--- src/rtl/pc_stack_unit_if.sv ---
// Control/status bundle of the PC and return-stack unit.
// Master drives the control inputs, slave is the unit itself.
interface pc_stack_unit_if;
  logic [9:0] D_IN;
  logic       PC_LD;
  logic       PC_INC;
  logic       CALL;
  logic       RET;
  logic       INTR;
  logic       ERR_CLR;
  logic [9:0] PC_COUNT;
  logic [9:0] TOS;
  logic       FULL;
  logic       EMPTY;
  logic       OVF;
  logic       UNF;
  logic       INT_ACK;

  modport master (
    output D_IN, PC_LD, PC_INC, CALL,
    output RET, INTR, ERR_CLR,
    input  PC_COUNT, TOS, FULL, EMPTY,
    input  OVF, UNF, INT_ACK
  );

  modport slave (
    input  D_IN, PC_LD, PC_INC, CALL,
    input  RET, INTR, ERR_CLR,
    output PC_COUNT, TOS, FULL, EMPTY,
    output OVF, UNF, INT_ACK
  );
endinterface

--- src/rtl/pc_stack_unit.sv ---
// Program counter with a DEPTH-entry return-address LIFO,
// interrupt entry and sticky overflow/underflow flags.
module pc_stack_unit #(
  parameter int         DEPTH    = 8,
  parameter logic [9:0] INTR_VEC = 10'h3FF
) (
  input  logic           CLK,
  input  logic           RST_N,
  pc_stack_unit_if.slave bus
);

  localparam int AW = (DEPTH > 1) ? $clog2(DEPTH) : 1;
  localparam int CW = $clog2(DEPTH + 1);
  localparam logic [CW-1:0] FULL_CNT = CW'(DEPTH);

  logic [9:0]    stack [DEPTH];
  logic [CW-1:0] count;
  logic [9:0]    pc;
  logic          ovf;
  logic          unf;
  logic          int_ack;

  logic          full;
  logic          empty;
  logic [AW-1:0] top_idx;
  logic [AW-1:0] wr_idx;
  logic [9:0]    pc_inc;

  logic act_intr;
  logic act_ld;
  logic act_call;
  logic act_ret;
  logic act_inc;

  logic       push;
  logic       pop;
  logic [9:0] push_val;
  logic [9:0] pc_next;

  assign full    = (count == FULL_CNT);
  assign empty   = (count == '0);
  assign top_idx = AW'(count - CW'(1));
  assign wr_idx  = AW'(count);
  assign pc_inc  = pc + 10'd1;

  // Resolve priority up front so the decode below is one-hot.
  assign act_intr = bus.INTR;
  assign act_ld   = bus.PC_LD  & ~bus.INTR;
  assign act_call = bus.CALL   & ~bus.INTR & ~bus.PC_LD;
  assign act_ret  = bus.RET    & ~bus.INTR & ~bus.PC_LD
                  & ~bus.CALL;
  assign act_inc  = bus.PC_INC & ~bus.INTR & ~bus.PC_LD
                  & ~bus.CALL  & ~bus.RET;

  always_comb begin
    push     = 1'b0;
    pop      = 1'b0;
    push_val = pc;
    pc_next  = pc;
    unique case (1'b1)
      act_intr: begin
        push     = 1'b1;
        push_val = pc;
        pc_next  = INTR_VEC;
      end
      act_ld: pc_next = bus.D_IN;
      act_call: begin
        push     = 1'b1;
        push_val = pc_inc;
        pc_next  = bus.D_IN;
      end
      act_ret: begin
        pop = 1'b1;
        if (!empty) pc_next = stack[top_idx];
      end
      act_inc: pc_next = pc_inc;
      default: ;
    endcase
  end

  always_ff @(posedge CLK or negedge RST_N) begin
    if (!RST_N) begin
      pc      <= '0;
      count   <= '0;
      ovf     <= 1'b0;
      unf     <= 1'b0;
      int_ack <= 1'b0;
    end else begin
      pc      <= pc_next;
      int_ack <= act_intr;
      ovf     <= (ovf & ~bus.ERR_CLR) | (push & full);
      unf     <= (unf & ~bus.ERR_CLR) | (pop & empty);
      if (push && !full)
        count <= count + CW'(1);
      else if (pop && !empty)
        count <= count - CW'(1);
    end
  end

  // Entries need no reset: count gates every read.
  always_ff @(posedge CLK) begin
    if (RST_N && push && !full)
      stack[wr_idx] <= push_val;
  end

  assign bus.PC_COUNT = pc;
  assign bus.TOS      = empty ? 10'd0 : stack[top_idx];
  assign bus.FULL     = full;
  assign bus.EMPTY    = empty;
  assign bus.OVF      = ovf;
  assign bus.UNF      = unf;
  assign bus.INT_ACK  = int_ack;

endmodule

--- src/flat_wrapper.sv ---
// flat-port wrapper written by rule: the top's interface ports become plain ports
module pc_stack_unit_flat 
#(
  parameter int         DEPTH    = 8,
  parameter logic [9:0] INTR_VEC = 10'h3FF
)
  (CLK, RST_N, bus_D_IN, bus_PC_LD, bus_PC_INC, bus_CALL, bus_RET, bus_INTR, bus_ERR_CLR, bus_PC_COUNT, bus_TOS, bus_FULL, bus_EMPTY, bus_OVF, bus_UNF, bus_INT_ACK);
  pc_stack_unit_if bus_i ();
  input  logic CLK;
  input  logic RST_N;
  input wire logic [$bits(bus_i.D_IN)-1:0] bus_D_IN;
  input wire logic [$bits(bus_i.PC_LD)-1:0] bus_PC_LD;
  input wire logic [$bits(bus_i.PC_INC)-1:0] bus_PC_INC;
  input wire logic [$bits(bus_i.CALL)-1:0] bus_CALL;
  input wire logic [$bits(bus_i.RET)-1:0] bus_RET;
  input wire logic [$bits(bus_i.INTR)-1:0] bus_INTR;
  input wire logic [$bits(bus_i.ERR_CLR)-1:0] bus_ERR_CLR;
  output wire logic [$bits(bus_i.PC_COUNT)-1:0] bus_PC_COUNT;
  output wire logic [$bits(bus_i.TOS)-1:0] bus_TOS;
  output wire logic [$bits(bus_i.FULL)-1:0] bus_FULL;
  output wire logic [$bits(bus_i.EMPTY)-1:0] bus_EMPTY;
  output wire logic [$bits(bus_i.OVF)-1:0] bus_OVF;
  output wire logic [$bits(bus_i.UNF)-1:0] bus_UNF;
  output wire logic [$bits(bus_i.INT_ACK)-1:0] bus_INT_ACK;
  assign bus_i.D_IN = bus_D_IN;
  assign bus_i.PC_LD = bus_PC_LD;
  assign bus_i.PC_INC = bus_PC_INC;
  assign bus_i.CALL = bus_CALL;
  assign bus_i.RET = bus_RET;
  assign bus_i.INTR = bus_INTR;
  assign bus_i.ERR_CLR = bus_ERR_CLR;
  assign bus_PC_COUNT = bus_i.PC_COUNT;
  assign bus_TOS = bus_i.TOS;
  assign bus_FULL = bus_i.FULL;
  assign bus_EMPTY = bus_i.EMPTY;
  assign bus_OVF = bus_i.OVF;
  assign bus_UNF = bus_i.UNF;
  assign bus_INT_ACK = bus_i.INT_ACK;
  pc_stack_unit #(.DEPTH(DEPTH), .INTR_VEC(INTR_VEC)) u_core (.CLK(CLK), .RST_N(RST_N), .bus(bus_i));
endmodule
--- config.mk ---
export PLATFORM = sky130hd
export DESIGN_NAME = pc_stack_unit_flat
export DESIGN_NICKNAME = d
export VERILOG_FILES = /design/src/rtl/pc_stack_unit_if.sv /design/src/rtl/pc_stack_unit.sv /design/src/flat_wrapper.sv
export SDC_FILE = /design/constraint.sdc
export NUM_CORES = 1
export LEC_CHECK = 0
export CAP_MARGIN = 20
export CORE_MARGIN = 2
export CORE_UTILIZATION = 40
export CTS_CLUSTER_SIZE = 30
export DETAILED_ROUTE_END_ITERATION = 16
export SLEW_MARGIN = 30
export SYNTH_ARGS = -nofsm -noshare
export SYNTH_HDL_FRONTEND = slang
export SYNTH_SLANG_ARGS = --single-unit
--- constraint.sdc ---
create_clock -name CLK -period 4.47 [get_ports CLK]
set_input_delay 1.341 -clock CLK [delete_from_list [all_inputs] [get_ports CLK]]
set_output_delay 1.341 -clock CLK [all_outputs]
set_load 0.005 [all_outputs]
==> results of run 1 <==
-- flip-flops by register name, summed over array words and instances (netlist names) --
name                 cells
u_core.bus.UNF           1
u_core.bus.PC_COUNT     10
u_core.bus.INT_ACK       1
u_core.count             4
u_core.bus.OVF           1
u_core.stack            80
-- logic make-up (layout without fill, tap and decap cells) --
logic type,after synthesis,count (layout)
DFF,97,97
xor gates and xnor gates,16,16
muxes,31,31
buffers and inverters,22,81
adders and majority gates,3,3
AOI/OAI and AO/OA,43,43
and+or+nand+nor,91,91
-- placed cells by master (no fill, tap or decap), types with 7 or more instances in the layout --
cell                              Yosys  final
sky130_fd_sc_hd__mux2i_1             10     10
sky130_fd_sc_hd__o21ai_0              8      8
sky130_fd_sc_hd__mux4_2              20     20
sky130_fd_sc_hd__dfrtp_1             17     17
sky130_fd_sc_hd__clkbuf_8             0      9
sky130_fd_sc_hd__nor2_1              44     44
sky130_fd_sc_hd__edfxtp_1            80     80
sky130_fd_sc_hd__xor2_1              10     10
sky130_fd_sc_hd__clkdlybuf4s50_1      0     42
sky130_fd_sc_hd__nand3_1              8      8
sky130_fd_sc_hd__buf_4                3     17
sky130_fd_sc_hd__nand2_1              7      7
-- per-layer routing --
layer	GRT usage	part of all wire
met4	0.0940	0.026
met3	0.0415	0.066
met1	0.290	0.45
met5	0	0
met2	0.305	0.46
-- worst max-delay path: stages, from the launching register on --
cell and delay [ns]:
sky130_fd_sc_hd__dfrtp_1 0.51, sky130_fd_sc_hd__inv_1 0.10, sky130_fd_sc_hd__ha_1 0.25, sky130_fd_sc_hd__xor2_1 0.35
sky130_fd_sc_hd__buf_4 0.32, sky130_fd_sc_hd__mux2i_1 0.28, sky130_fd_sc_hd__nor2_1 0.08, sky130_fd_sc_hd__clkdlybuf4s50_1 0.45
-- final timing paths --
kind	startpoint	endpoint	slack, ns	cells past startpoint
setup / recovery	u_core.count[1]	bus_TOS[0]	0.41	7
hold / removal	u_core.bus.UNF	u_core.bus.UNF	0.51	1
setup reg to reg	u_core.count[1]	u_core.stack[6][4]	2.00	7
hold reg to reg	u_core.bus.UNF	u_core.bus.UNF	0.51	1
max in group asynchronous	RST_N	u_core.bus.PC_COUNT[8]	2.65	2
min in group asynchronous	RST_N	u_core.count[1]	1.28	1
-- area by class of cell --
cell class / instances / area [um^2]
Tap cell: 140 / 175
Multi-Input combinational cell: 184 / 1520
Inverter: 6 / 22.5
Fill cell: 967 / 5550
Sequential cell: 97 / 2830
Clock buffer: 9 / 124
Clock inverter: 7 / 70.1
Timing Repair Buffer: 59 / 548
-- cells in the mapped netlist, drive strengths merged (4+ instances only) --
| master | count |
|---|---|
| nand3 | 8 |
| or4 | 4 |
| dfrtp | 17 |
| xnor2 | 6 |
| nor2 | 44 |
| o21ai | 9 |
| mux2i | 10 |
| clkbuf | 8 |
| xor2 | 10 |
| a31oi | 4 |
| o22a | 4 |
| nor3 | 6 |
| nand2 | 7 |
| o2111ai | 4 |
| a21oi | 4 |
| edfxtp | 80 |
| mux4 | 20 |
| buf | 8 |
| inv | 6 |
-- per-stage QoR --
step / instance area (um^2) / util
3_3_place_gp: 5090 / 0.470
5_1_grt: 5290 / 0.488
4_1_cts: 5290 / 0.488
3_5_place_dp: 5100 / 0.470
2_1_floorplan: 4440 / -
6_report: 5290 / 0.488
-- where the power goes --
group / internal (mW) / switching (mW)
combinational: 0.727 / 0.698
clock: 0.259 / 0.309
sequential: 1.11 / 0.0773
==> run_summary.xml, run 1 <==
<?xml version="1.0" encoding="UTF-8"?>
<metrics>
  <group name="die">
    <metric name="num_rows" unit="">38</metric>
    <metric name="vertical_die_dimension" unit="um">109</metric>
    <metric name="die_w" unit="um">109</metric>
    <metric name="floorplan.initialDensity" unit="">0.409</metric>
    <metric name="core-area" unit="um^2">10800</metric>
    <metric name="io_pins" unit="">43</metric>
    <metric name="fp.dieArea" unit="um^2">11900</metric>
  </group>
  <group name="synthesis">
    <metric name="synth.net_count" unit="">324</metric>
    <metric name="synth-compound-area-share" unit="">0.0717</metric>
    <metric name="synth_top_family_by_area" unit="">multiplexers</metric>
    <metric name="synth-seq-area-share" unit="">0.638</metric>
    <metric name="synthSimpleGateAreaFrac" unit="">0.102</metric>
    <metric name="postSynthCellCount" unit="">303</metric>
    <metric name="post-synth-top-area-fraction" unit="">0.542</metric>
    <metric name="post_synth_xor_area_fraction" unit="">0.0316</metric>
    <metric name="synthesis.area" unit="um^2">4440</metric>
    <metric name="async_reset_ff_frac" unit="">0.175</metric>
    <metric name="yosysWarningCount" unit="">0</metric>
    <metric name="yosys_reg_bits" unit="">97</metric>
    <metric name="synthMuxAreaShare" unit="">0.127</metric>
    <metric name="postSynth.topFlopCell" unit="">sky130_fd_sc_hd__edfxtp_1</metric>
    <metric name="netlist.top_cell.by_area" unit="">sky130_fd_sc_hd__edfxtp_1</metric>
    <metric name="post_synth_num_cell_types" unit="">52</metric>
    <metric name="synth_area_leaders" unit="">sky130_fd_sc_hd__edfxtp_1 54%, sky130_fd_sc_hd__mux4_2 10%, sky130_fd_sc_hd__dfrtp_1 9.6%</metric>
    <metric name="synth_fa_ha_area_frac" unit="">0.00846</metric>
    <metric name="synth-edff-count" unit="">80</metric>
    <metric name="synthesis.area_per_instance" unit="um^2">14.6</metric>
  </group>
  <group name="timing">
    <metric name="timing.slew.headroom" unit="">0.391</metric>
    <metric name="final-max-slew-violation-count" unit="">0</metric>
    <metric name="final-hold-violation-count" unit="">0</metric>
    <metric name="fin_tns_setup" unit="ns">0</metric>
    <metric name="post-route-period-util" unit="">0.908</metric>
    <metric name="whs" unit="ns">0.508</metric>
    <metric name="worst_max_slew_pin_slew" unit="ns">0.907</metric>
    <metric name="maxClockFrequency" unit="GHz">0.246</metric>
    <metric name="period_needed" unit="ns">4.06</metric>
    <metric name="fin_ws" unit="ns">0.410</metric>
    <metric name="finClkSkew" unit="ns">0.0106</metric>
    <metric name="grt_setup_unrepaired" unit="">no</metric>
    <metric name="setup_violations" unit="">0</metric>
  </group>
  <group name="cts">
    <metric name="clk_path_buf_depth" unit="">2</metric>
    <metric name="post_cts_resized" unit="">0</metric>
    <metric name="cts-hold-fix-buffers" unit="">0</metric>
    <metric name="clk_transition_reported_paths" unit="ns">0.09</metric>
    <metric name="cts_max_level" unit="">3</metric>
    <metric name="cts.sinks" unit="">97</metric>
    <metric name="clockRootBuffer" unit="">sky130_fd_sc_hd__clkbuf_8</metric>
    <metric name="tritoncts.num_buffers" unit="">9</metric>
    <metric name="clkLatencyLatePin" unit="ns">0.37</metric>
    <metric name="tritoncts_clock_tree" unit="">built</metric>
    <metric name="post-cts-setup-buffer-count" unit="">0</metric>
  </group>
  <group name="power_and_ir_drop">
    <metric name="leakage" unit="nW">1.78</metric>
    <metric name="vdd_ir_drop_max" unit="V">0.000254</metric>
    <metric name="p_total" unit="mW">3.18</metric>
    <metric name="powerDensity" unit="nW/um^2">601</metric>
  </group>
  <group name="placement">
    <metric name="post_place_worst_slack" unit="ns">0.610</metric>
    <metric name="dp.final_hpwl" unit="mm">7.67</metric>
    <metric name="dp_cells" unit="">486</metric>
    <metric name="port-buffer-count" unit="">42</metric>
    <metric name="place_congestion" unit="">0.791</metric>
  </group>
  <group name="final_layout">
    <metric name="layout-drive-gt1-share" unit="">0.177</metric>
    <metric name="syn_to_final_growth" unit="%">19.3</metric>
    <metric name="layout.nets" unit="">378</metric>
    <metric name="finish.cell_count_without_fillers" unit="">502</metric>
    <metric name="diodes_inserted" unit="">0</metric>
  </group>
  <group name="drt">
    <metric name="drt-vias-per-instance" unit="">5.68</metric>
    <metric name="drt-wirelength-per-cell" unit="um">22.3</metric>
    <metric name="detailedRoute.firstPassIterationCount" unit="">4</metric>
    <metric name="detailedRoute.firstIterationViolations" unit="">205</metric>
    <metric name="detailroute.via_count" unit="">2851</metric>
    <metric name="antenna_violating_nets_post_route" unit="">0</metric>
    <metric name="drt-total-wl" unit="mm">11.2</metric>
    <metric name="detail_route.drc_violations" unit="">0</metric>
  </group>
  <group name="grt">
    <metric name="global_route.usage.total" unit="">0.204</metric>
    <metric name="grt_max_degree" unit="">26</metric>
    <metric name="overflow" unit="">0</metric>
    <metric name="grt_pass1_wl" unit="mm">17.0</metric>
    <metric name="number_of_antenna_violations_at_the_first_check_in_global_routing" unit="">0</metric>
    <metric name="grt_pass1_vias" unit="">2841</metric>
  </group>
  <group name="min_path">
    <metric name="worstHoldPathType" unit="">reg2reg</metric>
  </group>
  <group name="critical_path">
    <metric name="arrival" unit="ns">2.72</metric>
    <metric name="cp_max_fo" unit="">10</metric>
    <metric name="criticalPathCategory" unit="">reg2out</metric>
    <metric name="timing.critical_path.from_type" unit="">register</metric>
    <metric name="setup.worst_path.end_class" unit="">output port</metric>
    <metric name="required" unit="ns">3.13</metric>
  </group>
  <group name="job">
    <metric name="cap_viol_max_count" unit="">0</metric>
  </group>
  <group name="run_status">
    <metric name="status" unit="">finished, final reports clean</metric>
  </group>
</metrics>
No activity file was read; power rests on OpenSTA's default activity.
==> run 2, diff against run 1 <==
CTS_BUF_LIST = sky130_fd_sc_hd__clkbuf_8 sky130_fd_sc_hd__clkbuf_16   (was default)
PLACE_DENSITY_LB_ADDON = 0.1   (was default)
==> run 2 against run 1 <==
  * Via count rose by 0.39%
  * Critical path depth unchanged
  * Flip-flop and latch count unchanged
  * Sequential power about the same
  * Sequential share of layout area down 0.51 points
  * First-iteration DRC count stayed put
  * Combinational power barely moved
  * Non-clock buffer count grew 8
  * Critical path type unchanged
==> run_summary.xml, run 2 (synthesized netlist as in run 1, its figures left out) <==
<?xml version="1.0" encoding="UTF-8"?>
<metrics>
  <group name="run_status">
    <metric name="status" unit="">finished, final reports clean</metric>
  </group>
  <group name="placement">
    <metric name="dp.final_hpwl" unit="mm">8.05</metric>
    <metric name="place_area" unit="um^2">5160</metric>
    <metric name="port-buffer-count" unit="">42</metric>
    <metric name="place_congestion" unit="">0.883</metric>
  </group>
  <group name="drt">
    <metric name="detailroute.via_count" unit="">2862</metric>
    <metric name="detailedRoute.firstPassIterationCount" unit="">4</metric>
    <metric name="antenna_violating_nets_post_route" unit="">0</metric>
    <metric name="detailedRoute.firstIterationViolations" unit="">205</metric>
    <metric name="drt-total-wl" unit="mm">11.3</metric>
    <metric name="detail_route.drc_violations" unit="">0</metric>
    <metric name="drt-vias-per-instance" unit="">5.61</metric>
    <metric name="drt-wirelength-per-cell" unit="um">22.1</metric>
  </group>
  <group name="cts">
    <metric name="cts_max_level" unit="">3</metric>
    <metric name="post_cts_resized" unit="">0</metric>
    <metric name="clkLatencyLatePin" unit="ns">0.37</metric>
    <metric name="clk_path_buf_depth" unit="">2</metric>
    <metric name="post-cts-setup-buffer-count" unit="">0</metric>
    <metric name="tritoncts_clock_tree" unit="">built</metric>
    <metric name="clockRootBuffer" unit="">sky130_fd_sc_hd__clkbuf_8</metric>
    <metric name="cts-hold-fix-buffers" unit="">0</metric>
    <metric name="clk_transition_reported_paths" unit="ns">0.10</metric>
    <metric name="cts.sinks" unit="">97</metric>
    <metric name="tritoncts.num_buffers" unit="">9</metric>
  </group>
  <group name="grt">
    <metric name="global_route.usage.total" unit="">0.204</metric>
    <metric name="grt_pass1_wl" unit="mm">17.3</metric>
    <metric name="grt_pass1_vias" unit="">2963</metric>
    <metric name="overflow" unit="">0</metric>
    <metric name="grt_max_degree" unit="">19</metric>
    <metric name="number_of_antenna_violations_at_the_first_check_in_global_routing" unit="">0</metric>
  </group>
  <group name="final_layout">
    <metric name="largest_register_ff_count" unit="">80</metric>
    <metric name="final_cell_mix" unit="">80 x sky130_fd_sc_hd__edfxtp_1, 44 x sky130_fd_sc_hd__nor2_1, 42 x sky130_fd_sc_hd__clkdlybuf4s50_1</metric>
    <metric name="syn_to_final_growth" unit="%">20.4</metric>
    <metric name="layout-drive-gt1-share" unit="">0.192</metric>
    <metric name="fillers" unit="">981</metric>
    <metric name="diodes_inserted" unit="">0</metric>
    <metric name="regMostFlops" unit="">u_core.stack</metric>
    <metric name="post-route-cell-area" unit="um^2">5340</metric>
    <metric name="layout_commonest_cell" unit="">sky130_fd_sc_hd__edfxtp_1</metric>
    <metric name="layout.nets" unit="">386</metric>
  </group>
  <group name="die">
    <metric name="vertical_die_dimension" unit="um">109</metric>
    <metric name="die_w" unit="um">109</metric>
    <metric name="num_rows" unit="">38</metric>
    <metric name="core-area" unit="um^2">10800</metric>
    <metric name="floorplan.initialDensity" unit="">0.409</metric>
    <metric name="fp.dieArea" unit="um^2">11900</metric>
    <metric name="io_pins" unit="">43</metric>
  </group>
  <group name="timing">
    <metric name="final-hold-violation-count" unit="">0</metric>
    <metric name="finClkSkew" unit="ns">0.0162</metric>
    <metric name="worst_max_slew_pin_slew" unit="ns">0.908</metric>
    <metric name="final-max-slew-violation-count" unit="">0</metric>
    <metric name="period_needed" unit="ns">4.08</metric>
    <metric name="setup_violations" unit="">0</metric>
    <metric name="post-route-period-util" unit="">0.913</metric>
    <metric name="maxClockFrequency" unit="GHz">0.245</metric>
    <metric name="grt_setup_unrepaired" unit="">no</metric>
    <metric name="timing.slew.headroom" unit="">0.393</metric>
    <metric name="fin_tns_setup" unit="ns">0</metric>
  </group>
  <group name="min_path">
    <metric name="hold_path_depth" unit="">1</metric>
    <metric name="hold_path_end" unit="">u_core.bus.UNF</metric>
    <metric name="worstHoldPathType" unit="">reg2reg</metric>
    <metric name="hold_path_startpoint" unit="">u_core.bus.UNF</metric>
  </group>
  <group name="job">
    <metric name="cap_viol_max_count" unit="">0</metric>
  </group>
  <group name="critical_path">
    <metric name="timing.critical_path.from_type" unit="">register</metric>
    <metric name="arrival" unit="ns">2.74</metric>
    <metric name="cp_max_fo" unit="">12</metric>
    <metric name="r2r-end" unit="">u_core.stack[0][9]</metric>
    <metric name="setup.worst_path.end_class" unit="">output port</metric>
    <metric name="r2r_start" unit="">u_core.count[1]</metric>
    <metric name="criticalPathCategory" unit="">reg2out</metric>
    <metric name="worst-r2r-cell-count" unit="">7</metric>
    <metric name="required" unit="ns">3.13</metric>
    <metric name="r2r_setup_slack" unit="ns">2.00</metric>
  </group>
  <group name="power_and_ir_drop">
    <metric name="powerDensity" unit="nW/um^2">596</metric>
    <metric name="leakage" unit="nW">1.82</metric>
    <metric name="vdd_ir_drop_max" unit="V">0.000299</metric>
    <metric name="p_total" unit="mW">3.18</metric>
  </group>
</metrics>
==> run 2: where the power goes <==
| group | internal, mW | switching, mW | total [mW] |
|---|---|---|---|
| sequential | 1.11 | 0.0838 | 1.19 |
| clock | 0.214 | 0.336 | 0.550 |
| combinational | 0.742 | 0.699 | 1.44 |
| total | 2.06 | 1.12 | 3.18 |
==> run 2: critical path, cell delays in order (launching register included) <==
cell and delay (ns):
sky130_fd_sc_hd__dfrtp_1 0.56, sky130_fd_sc_hd__inv_1 0.11, sky130_fd_sc_hd__ha_1 0.28, sky130_fd_sc_hd__xor2_1 0.19, sky130_fd_sc_hd__buf_4 0.30, sky130_fd_sc_hd__mux2i_1 0.39, sky130_fd_sc_hd__nor2_1 0.08, sky130_fd_sc_hd__clkdlybuf4s50_1 0.45
==> run 2: how the worst max path moves through the flow <==
stage,startpoint,end,slack [ns],cells after the start
2_1_floorplan,u_core.count[0],bus_TOS[9],0.79,9
3_3_place_gp,bus_INTR,u_core.stack[3][9],0.72,5
3_5_place_dp,bus_INTR,u_core.stack[7][7],0.63,5
4_1_cts,u_core.count[1],bus_TOS[7],0.38,7
5_1_grt,u_core.count[1],bus_TOS[7],0.22,7
6_report,u_core.count[1],bus_TOS[7],0.39,7
==> run 2: layer usage <==
layer  GRT usage  share of wire
met5           0              0
met4      0.0805          0.021
met3      0.0285          0.040
met2       0.321           0.48
met1       0.288           0.46
==> run 2: final cells by class <==
class	count	area, um^2	share of cell area
Inverter	6	22.5	0.00422
Sequential cell	97	2830	0.529
Tap cell	140	175	0.0328
Clock buffer	9	124	0.0232
Multi-Input combinational cell	184	1520	0.285
Timing Repair Buffer	67	608	0.114
Clock inverter	7	61.3	0.0115
==> run 2: stage by stage <==
stage	setup slack [ns]	utilization	hold WS (ns)	instances
2_1_floorplan	0.787	-	0.479	303
3_3_place_gp	0.721	0.475	0.475	494
3_5_place_dp	0.633	0.476	0.491	494
4_1_cts	0.382	0.493	0.514	510
5_1_grt	0.221	0.493	0.546	510
6_report	0.389	0.493	0.508	510
